### src/rtl/trace_trigger_gate.sv
// Trace gate between the core pc/instr taps and the trace stream.
// The gate combines these functions:
//   - address-window filtering
//   - a start/end/WFI trigger FSM with re-arm
//   - a saturating cycle-delta stamp
//   - a one-entry valid/ready output register
//   - a saturating drop counter
//
// state   | meaning
// IDLE    | disabled or just enabled; picks ARMED/TRACING from start_en
// ARMED   | waiting for a candidate at start_addr
// TRACING | emitting in-range candidates
// STOPPED | run ended (end_addr or WFI stall); waits for REARM
module trace_trigger_gate #(
  parameter int                     XLEN                                = 64,
  parameter int                     INSTR_WIDTH                         = 32,
  parameter int                     NUM_RANGES                          = 4,
  parameter int                     DELTA_WIDTH                         = 32,
  parameter int                     WFI_STOP_THRESHOLD                  = 255,
  parameter logic [INSTR_WIDTH-1:0] WFI_INSTRUCTION                     = 32'h10500073,
  parameter int                     CTRL_WRITE_ENABLE_POSEDGE_TRIGGERED = 1,
  parameter int                     CTRL_ADDR_WIDTH                     = 8,
  parameter int                     CTRL_DATA_WIDTH                     = 64
) (
  input  logic                       clk_i,
  input  logic                       rst_n_i,
  input  logic                       en_i,
  input  logic [XLEN-1:0]            pc_i,
  input  logic [INSTR_WIDTH-1:0]     instr_i,
  input  logic [CTRL_ADDR_WIDTH-1:0] ctrl_addr_i,
  input  logic [CTRL_DATA_WIDTH-1:0] ctrl_wdata_i,
  input  logic                       ctrl_write_enable_i,
  output logic                       out_valid_o,
  input  logic                       out_ready_i,
  output logic [XLEN-1:0]            out_pc_o,
  output logic [INSTR_WIDTH-1:0]     out_instr_o,
  output logic [DELTA_WIDTH-1:0]     out_clk_delta_o,
  output logic                       out_last_o,
  output logic [1:0]                 state_o,
  output logic [31:0]                dropped_count_o
);

  typedef enum logic [1:0] {IDLE = 2'd0, ARMED = 2'd1, TRACING = 2'd2, STOPPED = 2'd3} state_e;

  localparam logic [7:0] WFI_THR = 8'(WFI_STOP_THRESHOLD);
  localparam logic [7:0] WFI_PRE = 8'(WFI_STOP_THRESHOLD - 1);

  state_e                   state_q, state_d;
  logic [XLEN-1:0]          pc_s0_q, pc_s1_q;
  logic [INSTR_WIDTH-1:0]   instr_s0_q, instr_s1_q;
  logic                     we_q;
  logic                     start_en_q, end_en_q;
  logic [XLEN-1:0]          start_addr_q, end_addr_q;
  logic [NUM_RANGES-1:0]    range_en_q;
  logic [XLEN-1:0]          lo_q [NUM_RANGES];
  logic [XLEN-1:0]          hi_q [NUM_RANGES];
  logic [7:0]               wfi_cnt_q;
  logic [DELTA_WIDTH-1:0]   delta_cnt_q;
  logic [31:0]              dropped_q;
  logic                     out_valid_q, out_last_q;
  logic [XLEN-1:0]          out_pc_q;
  logic [INSTR_WIDTH-1:0]   out_instr_q;
  logic [DELTA_WIDTH-1:0]   out_delta_q;

  logic wr_fire, rearm, is_wfi, wfi_stop, cand, in_range, win_hit;
  logic emit, emit_last, load, drop;

  assign wr_fire  = (CTRL_WRITE_ENABLE_POSEDGE_TRIGGERED != 0) ? (ctrl_write_enable_i & ~we_q)
                                                               : ctrl_write_enable_i;
  assign rearm    = wr_fire && (ctrl_addr_i == CTRL_ADDR_WIDTH'(5));
  assign is_wfi   = (instr_s1_q == WFI_INSTRUCTION);
  assign wfi_stop = en_i && is_wfi && (wfi_cnt_q == WFI_PRE);
  assign cand     = ((pc_s1_q != pc_s0_q) && (pc_s1_q != '0)) || (wfi_cnt_q == WFI_PRE);
  assign load     = emit && (!out_valid_q || out_ready_i);
  assign drop     = emit && out_valid_q && !out_ready_i;

  // Window match: any enabled window containing pc_s1; no enabled windows passes all
  always_comb begin
    win_hit = 1'b0;
    for (int i = 0; i < NUM_RANGES; i++) begin
      if (range_en_q[i] && (lo_q[i] <= pc_s1_q) && (pc_s1_q <= hi_q[i])) win_hit = 1'b1;
    end
    in_range = (range_en_q == '0) || win_hit;
  end

  // Trigger FSM next state and emit decision (uses pre-write config values)
  always_comb begin
    state_d   = state_q;
    emit      = 1'b0;
    emit_last = 1'b0;
    if (!en_i) begin
      state_d = IDLE;
    end else begin
      case (state_q)
        IDLE:    state_d = start_en_q ? ARMED : TRACING;
        ARMED: begin
          if (cand && (pc_s1_q == start_addr_q)) begin
            state_d = TRACING;
            emit    = in_range;
          end
        end
        TRACING: begin
          if (cand && end_en_q && (pc_s1_q == end_addr_q)) begin
            state_d   = STOPPED;
            emit      = in_range;
            emit_last = 1'b1;
          end else if (wfi_stop) begin
            state_d   = STOPPED;
            emit      = cand && in_range;
            emit_last = 1'b1;
          end else begin
            emit = cand && in_range;
          end
        end
        STOPPED: if (rearm) state_d = start_en_q ? ARMED : TRACING;
        default: state_d = IDLE;
      endcase
    end
  end

  // FSM state, tap pipeline and WFI stall counter
  always_ff @(posedge clk_i or negedge rst_n_i) begin
    if (!rst_n_i) begin
      state_q    <= IDLE;
      pc_s0_q    <= '0;
      pc_s1_q    <= '0;
      instr_s0_q <= '0;
      instr_s1_q <= '0;
      wfi_cnt_q  <= '0;
    end else begin
      state_q    <= state_d;
      pc_s0_q    <= pc_i;
      pc_s1_q    <= pc_s0_q;
      instr_s0_q <= instr_i;
      instr_s1_q <= instr_s0_q;
      if (rearm || !is_wfi)                 wfi_cnt_q <= '0;
      else if (en_i && wfi_cnt_q != WFI_THR) wfi_cnt_q <= wfi_cnt_q + 8'd1;
    end
  end

  // Config register file, write-only
  always_ff @(posedge clk_i or negedge rst_n_i) begin
    if (!rst_n_i) begin
      we_q         <= 1'b0;
      start_en_q   <= 1'b0;
      end_en_q     <= 1'b0;
      start_addr_q <= '0;
      end_addr_q   <= '1;
      range_en_q   <= '0;
      for (int i = 0; i < NUM_RANGES; i++) begin
        lo_q[i] <= '0;
        hi_q[i] <= '1;
      end
    end else begin
      we_q <= ctrl_write_enable_i;
      if (wr_fire) begin
        case (ctrl_addr_i)
          CTRL_ADDR_WIDTH'(0): start_en_q   <= ctrl_wdata_i[0];
          CTRL_ADDR_WIDTH'(1): end_en_q     <= ctrl_wdata_i[0];
          CTRL_ADDR_WIDTH'(2): start_addr_q <= XLEN'(ctrl_wdata_i);
          CTRL_ADDR_WIDTH'(3): end_addr_q   <= XLEN'(ctrl_wdata_i);
          CTRL_ADDR_WIDTH'(4): range_en_q   <= ctrl_wdata_i[NUM_RANGES-1:0];
          default: ;
        endcase
        for (int i = 0; i < NUM_RANGES; i++) begin
          if (ctrl_addr_i == CTRL_ADDR_WIDTH'(16 + 2*i)) lo_q[i] <= XLEN'(ctrl_wdata_i);
          if (ctrl_addr_i == CTRL_ADDR_WIDTH'(17 + 2*i)) hi_q[i] <= XLEN'(ctrl_wdata_i);
        end
      end
    end
  end

  // Output register, delta stamp and drop counter
  always_ff @(posedge clk_i or negedge rst_n_i) begin
    if (!rst_n_i) begin
      out_valid_q <= 1'b0;
      out_last_q  <= 1'b0;
      out_pc_q    <= '0;
      out_instr_q <= '0;
      out_delta_q <= '0;
      delta_cnt_q <= '0;
      dropped_q   <= '0;
    end else begin
      if (load) begin
        out_valid_q <= 1'b1;
        out_last_q  <= emit_last;
        out_pc_q    <= pc_s1_q;
        out_instr_q <= instr_s1_q;
        out_delta_q <= delta_cnt_q;
        delta_cnt_q <= DELTA_WIDTH'(1);
      end else begin
        if (out_ready_i) out_valid_q <= 1'b0;
        if (delta_cnt_q != '1) delta_cnt_q <= delta_cnt_q + DELTA_WIDTH'(1);
      end
      if (wr_fire && ctrl_addr_i == CTRL_ADDR_WIDTH'(6)) dropped_q <= '0;
      else if (drop && dropped_q != '1)                  dropped_q <= dropped_q + 32'd1;
    end
  end

  assign out_valid_o     = out_valid_q;
  assign out_last_o      = out_last_q;
  assign out_pc_o        = out_pc_q;
  assign out_instr_o     = out_instr_q;
  assign out_clk_delta_o = out_delta_q;
  assign state_o         = state_q;
  assign dropped_count_o = dropped_q;

endmodule

### config.mk
export PLATFORM = sky130hd
export DESIGN_NAME = trace_trigger_gate
export DESIGN_NICKNAME = d
export VERILOG_FILES = /design/src/rtl/trace_trigger_gate.sv
export SDC_FILE = /design/constraint.sdc
export NUM_CORES = 2
export LEC_CHECK = 0
export BUFFER_PORTS_ARGS = -buffer_cell sky130_fd_sc_hd__buf_2
export CAP_MARGIN = 20
export CELL_PAD_IN_SITES_DETAIL_PLACEMENT = 0
export CELL_PAD_IN_SITES_GLOBAL_PLACEMENT = 1
export CORE_UTILIZATION = 53
export DETAILED_ROUTE_END_ITERATION = 8
export PLACE_DENSITY_LB_ADDON = 0.1
export SLEW_MARGIN = 20
export SYNTH_ARGS = -nofsm -noshare
export SYNTH_HDL_FRONTEND = slang
export SYNTH_SLANG_ARGS = --single-unit
export TNS_END_PERCENT = 100
### constraint.sdc
create_clock -name clk_i -period 9.7 [get_ports clk_i]
set_input_delay 1.455 -clock clk_i [delete_from_list [all_inputs] [get_ports clk_i]]
set_output_delay 1.455 -clock clk_i [all_outputs]
set_load 0.01 [all_outputs]
# Yosys cells after proc, flatten, opt, wreduce, memory -nomap -nowiden
# Index checks and enable logic that the tools add are counted.
op_classes:
  n_addsub: 3
  n_lt_le_gt_ge: 8
  n_eq_ne: 28
  n_mux: 27
  n_bitwise: 2
  n_reduce_logical: 51
ops:
  columns: ["operator", "n"]
  rows:
  - ["$le 64x64->1", 8]
  - ["$eq 64x64->1", 2]
  - ["$mux 32", 4]
  - ["$add 32x1->32 const B", 2]
  - ["$eq 8x5->1 const B", 8]
  - ["$ne 32x32->1 const B", 2]
  - ["$ne 64x64->1", 1]
  - ["$reduce_bool 64->1", 1]
  - ["$eq 32x29->1 const B", 1]
  - ["$reduce_and 2->1", 13]
  - ["$eq 8x3->1 const B", 3]
  - ["$logic_and 1x1->1", 22]
  - ["$eq 8x2->1 const B", 2]
  - ["$mux 8", 2]
  - ["$mux 1", 13]
  - ["$mux 2", 6]
  - ["$add 8x1->8 const B", 1]
  - ["$eq 8x1->1 const B", 1]
  - ["$eq 8x8->1 const B", 1]
  - ["$logic_not 8->1", 1]
  - ["$ne 8x8->1 const B", 1]
  - ["$pmux 2 s4", 1]
  - ["$reduce_bool 2->1", 4]
  - ["$ne 3x3->1 const B", 2]
  - ["other kinds (11)", 17]
word_totals:
  register_bits: 1043
  out_inout_bits: 164

# Longest topological paths before layout
depth:
  ltp_word: 17
  ltp_mapped: 15
  mapped_depth_nobuf: 12

# Worst setup path before layout
# No wires, ideal clock.
synth_timing:
  kind: "reg2reg"
  startpoint: "reg pc_s1_q[18]"
  endpoint: "reg out_instr_q[27] (netlist: out_instr_o[27])"
  setup_ns: 0.127
  arrival_time_ns: 3.380
  required_ns: 9.573
  path_slack_ns: 6.192
  path_stages_with_launch: 16
  n_path_buf: 3
  cell_sequence: "dfrtp_1 clkbuf_1 inv_1 ha_1 nand4_1 nor4_2 nand2_1 a21oi_1 a211oi_1 nor4b_1 o32ai_4 o31a_2 nand2_4 buf_8 buf_6 mux2_1"
synth_between:
  elab_chain_len: 13
synth_lines:
  columns: ["element", "line_no", "source"]
  rows:
  - ["start: declaration", "49", "logic [XLEN-1:0] pc_s0_q, pc_s1_q;"]
  - ["start signal: assignment", "133", "pc_s1_q <= pc_s0_q;"]
  - ["$le 64x64->1", "81", "if (range_en_q[i] && (lo_q[i] <= pc_s1_q) && (pc_s1_q <= hi_q[i])) win_hit = 1'b1;"]
  - ["$logic_and 1x1->1 (2 in series)", "81", null]
  - ["$mux 1 (4 in series)", "81", null]
  - ["$logic_or 1x1->1", "83", "in_range = (range_en_q == '0) || win_hit;"]
  - ["$logic_and 1x1->1", "109, 112", null]
  - ["$mux 1", "103", "if (cand && end_en_q && (pc_s1_q == end_addr_q)) begin"]
  - ["$pmux 1 s2 *", "94", "case (state_q)"]
  - ["$mux 1 *", "91", "if (!en_i) begin"]
  - ["$logic_and 1x1->1 *", "74", "assign load = emit && (!out_valid_q || out_ready_i);"]
  - ["end signal: assignment", "188", "out_instr_q <= instr_s1_q;"]
  - ["end: declaration", "62", "logic [INSTR_WIDTH-1:0] out_instr_q;"]
# Mark *: on every way between the ends. The rest lies on a longest branch, timed or not.
# A chain may end at the register's enable or synchronous reset.

# Final worst setup path
layout_timing:
  startpoint: "reg pc_s1_q[58]"
  endpoint: "reg out_instr_q[31] (netlist: out_instr_o[31])"
# The elaborated chain is that of the path after synthesis.

==> impl_metrics.ini <==
[routing]
wl_um = 155000
drcViolationCount = 0
ant_nets = 0
vias = 36800
wl_per_cell_um = 24.5
viasPerCell = 5.80
drtIter0Drc = 2706
dr.pass1.iters = 7

[floorplanning]
core-area_mm2 = 0.0983
dieWidth_um = 317
rows = 115
ioPinCount = 337
die_area_mm2 = 0.100
start_util = 0.534
die_h_um = 317

[sta]
tightest_slew_ns = 1.19
slew_headroom = 0.202
hold_viol = 0
drv_slew = 0
tns_ns = 0
finalSetupViolCount = 0
post-route-min-period_ns = 6.29
period_share = 0.649
fin_skew_ns = 0.0247
setup_slack_ns = 3.41
fmax_mhz = 159
rsz0062_at_grt = false

[clock_tree]
cts_setup_buffers = 0
cts_hold_buf = 0
clk_latency_ns = 0.71
cts_tree = built
clock_path_buffers = 3
numCtsBuffers = 113
path_clk_slew_ns = 0.06
clockRootBuffer = clkbuf_16
htreeDepth = 3
cts_resized = 0
clock_sinks = 1043

[place]
io_buffers = 336
gp_congestion = 0.949
place_area_mm2 = 0.0552
post-place-ws_ns = 3.38
post-dp-hpwl_um = 114000

[logic_synthesis]
synth_flop_cell = dfrtp_1
ys_types = 80
async_reset_ff_frac = 1.00
synth_cells = 4726
synth.avg_cell_area_um2 = 11.1
synth_seq_area_share = 0.505
synth_seq_cells = 1043
synth_edf_count = 0
syn-cell-area_mm2 = 0.0525
ys.warnings.count = 0
syn_nets = 5418

[finish]
nets = 5644
utilization = 0.602
area_growth_pct = 12.7
drive_gt1_frac = 0.272
final_cell_mix = 723 x dfrtp_1, 519 x ha_1, 444 x o21ai_0, 436 x nand2_1, 413 x mux2_2
design_area_mm2 = 0.0592
layout_commonest_cell = dfrtp_1

[worst_setup_path]
worst-r2r-setup-slack_ns = 3.41
startpoint_type = flop
cp.required_ns = 10.28
timing.critical_path.to_type = flop
crit_arrival_ns = 6.87
cp_max_fo = 102
path_class = reg2reg

[global_route]
use_met1 = 0.442
grt_pass1_wl_um = 233000
use_met2 = 0.492
grt_start_max_net_pins = 166
grt_pass1_vias = 35800
globalRouteMet3Util = 0.0395
antenna_found_initial = 1
grt-busiest-layer = met2
grtUsageTotal = 0.312
grt_overflow_total = 0

[power]
ir_worst_vdd_mv = 0.150
cellLeakagePower_uw = 0.0297
p_per_area_mw_per_mm2 = 191

[hold_path]
min_path_type = reg2reg

[flow_run]
cap_violations = 0

[status]
status = finished clean
[cells by family (layout without fill, tap and decap cells)]
| kind of cell | count (synthesis) | count (layout) | share of synthesized area |
|---|---|---|---|
| DFF | 1043 | 1043 | 0.505 |
| and+or+nand+nor | 1021 | 1021 | 0.0952 |
| AOI/OAI and AO/OA | 858 | 858 | 0.0923 |
| buffers and inverters | 604 | 926 | 0.0457 |
| adders and majority gates | 519 | 519 | 0.124 |
| muxes | 466 | 466 | 0.103 |
| xor gates and xnor gates | 215 | 215 | 0.0359 |
| other | 0 | 1 | 0 |
[cells in the mapped netlist (91+ instances only)]
library cell / instances / share of area
dfrtp_1: 723 / 0.34
ha_1: 519 / 0.12
o21ai_0: 444 / 0.042
nand2_1: 437 / 0.031
mux2_2: 413 / 0.089
inv_1: 343 / 0.025
dfstp_2: 320 / 0.16
a21oi_1: 225 / 0.021
clkbuf_1: 220 / 0.016
xnor2_1: 149 / 0.025
nand4_1: 148 / 0.018
nor2_1: 115 / 0.0082
nand3_1: 91 / 0.0087
[through the flow]
stage,cells,total power [uW],hold WS (ns)
global placement,6123,6750,0.331
floorplan,4726,6020,0.331
global route,6335,11800,0.352
detailed placement,6123,6790,0.335
CTS,6334,11400,0.348
finish,6336,11300,0.346
[final cells by class]
cell class,count,area (um2)
Clock buffer,163,3270
Inverter,343,1290
Timing Repair Buffer,372,2040
Fill cell,8140,39100
Antenna cell,1,2.50
Multi-Input combinational cell,3079,23800
Sequential cell,1043,26500
Clock inverter,48,718
Tap cell,1287,1610
[registers in the layout (all words and copies together) (netlist names), 2 cells and up]
name / cells
dropped_count_o: 32
end_addr_q: 64
range_en_q: 4
state_o: 2
lo_q: 256
pc_s0_q: 64
pc_s1_q: 64
instr_s1_q: 32
instr_s0_q: 32
out_clk_delta_o: 32
hi_q: 256
delta_cnt_q: 32
start_addr_q: 64
out_instr_o: 32
wfi_cnt_q: 8
out_pc_o: 64
[worst max-delay path, cell delays in order, from the launching register on]
cell and delay [ns]:
dfrtp_1 0.63, inv_1 0.36, ha_1 0.41, nand4_1 0.12, nor4_1 0.69, nand2_1 0.38, nor4_2 0.87, o211ai_1 0.20
a21oi_1 0.24, a21oi_2 0.07, o31a_2 0.47, nand2_8 0.64, buf_4 0.55, mux2_2 0.39
[routing by layer]
metal	routed length [um]	share of wire	vias up
met1	69800	0.45	18400
met5	0	0	-
met3	8740	0.056	260
li1	-	-	17000
met2	71100	0.46	1085
met4	5560	0.036	0
[where the power goes]
group	leakage (uW)	switching, uW	internal (uW)	total, uW
combinational	0.0150	957	654	1610
sequential	0.0128	303	4800	5100
clock	0.00195	1810	2810	4620
total	0.0297	3070	8260	11300
[path summary, 6_finish.rpt]
kind                            depth (start not counted)                          end                    start
worst min register to register                          0      instr_s1_q[1]$_DFF_PN0_  instr_s0_q[1]$_DFF_PN0_
worst max register to register                         13  out_instr_o[31]$_DFFE_PN0P_    pc_s1_q[58]$_DFF_PN0_
max in group asynchronous                               3        lo_q[151]$_DFFE_PN0P_                  rst_n_i
worst min-delay path                                    0      instr_s1_q[1]$_DFF_PN0_  instr_s0_q[1]$_DFF_PN0_
min in group asynchronous                               1      instr_s1_q[9]$_DFF_PN0_                  rst_n_i
worst max-delay path                                   13  out_instr_o[31]$_DFFE_PN0P_    pc_s1_q[58]$_DFF_PN0_
(Power assumes the default switching activity.)
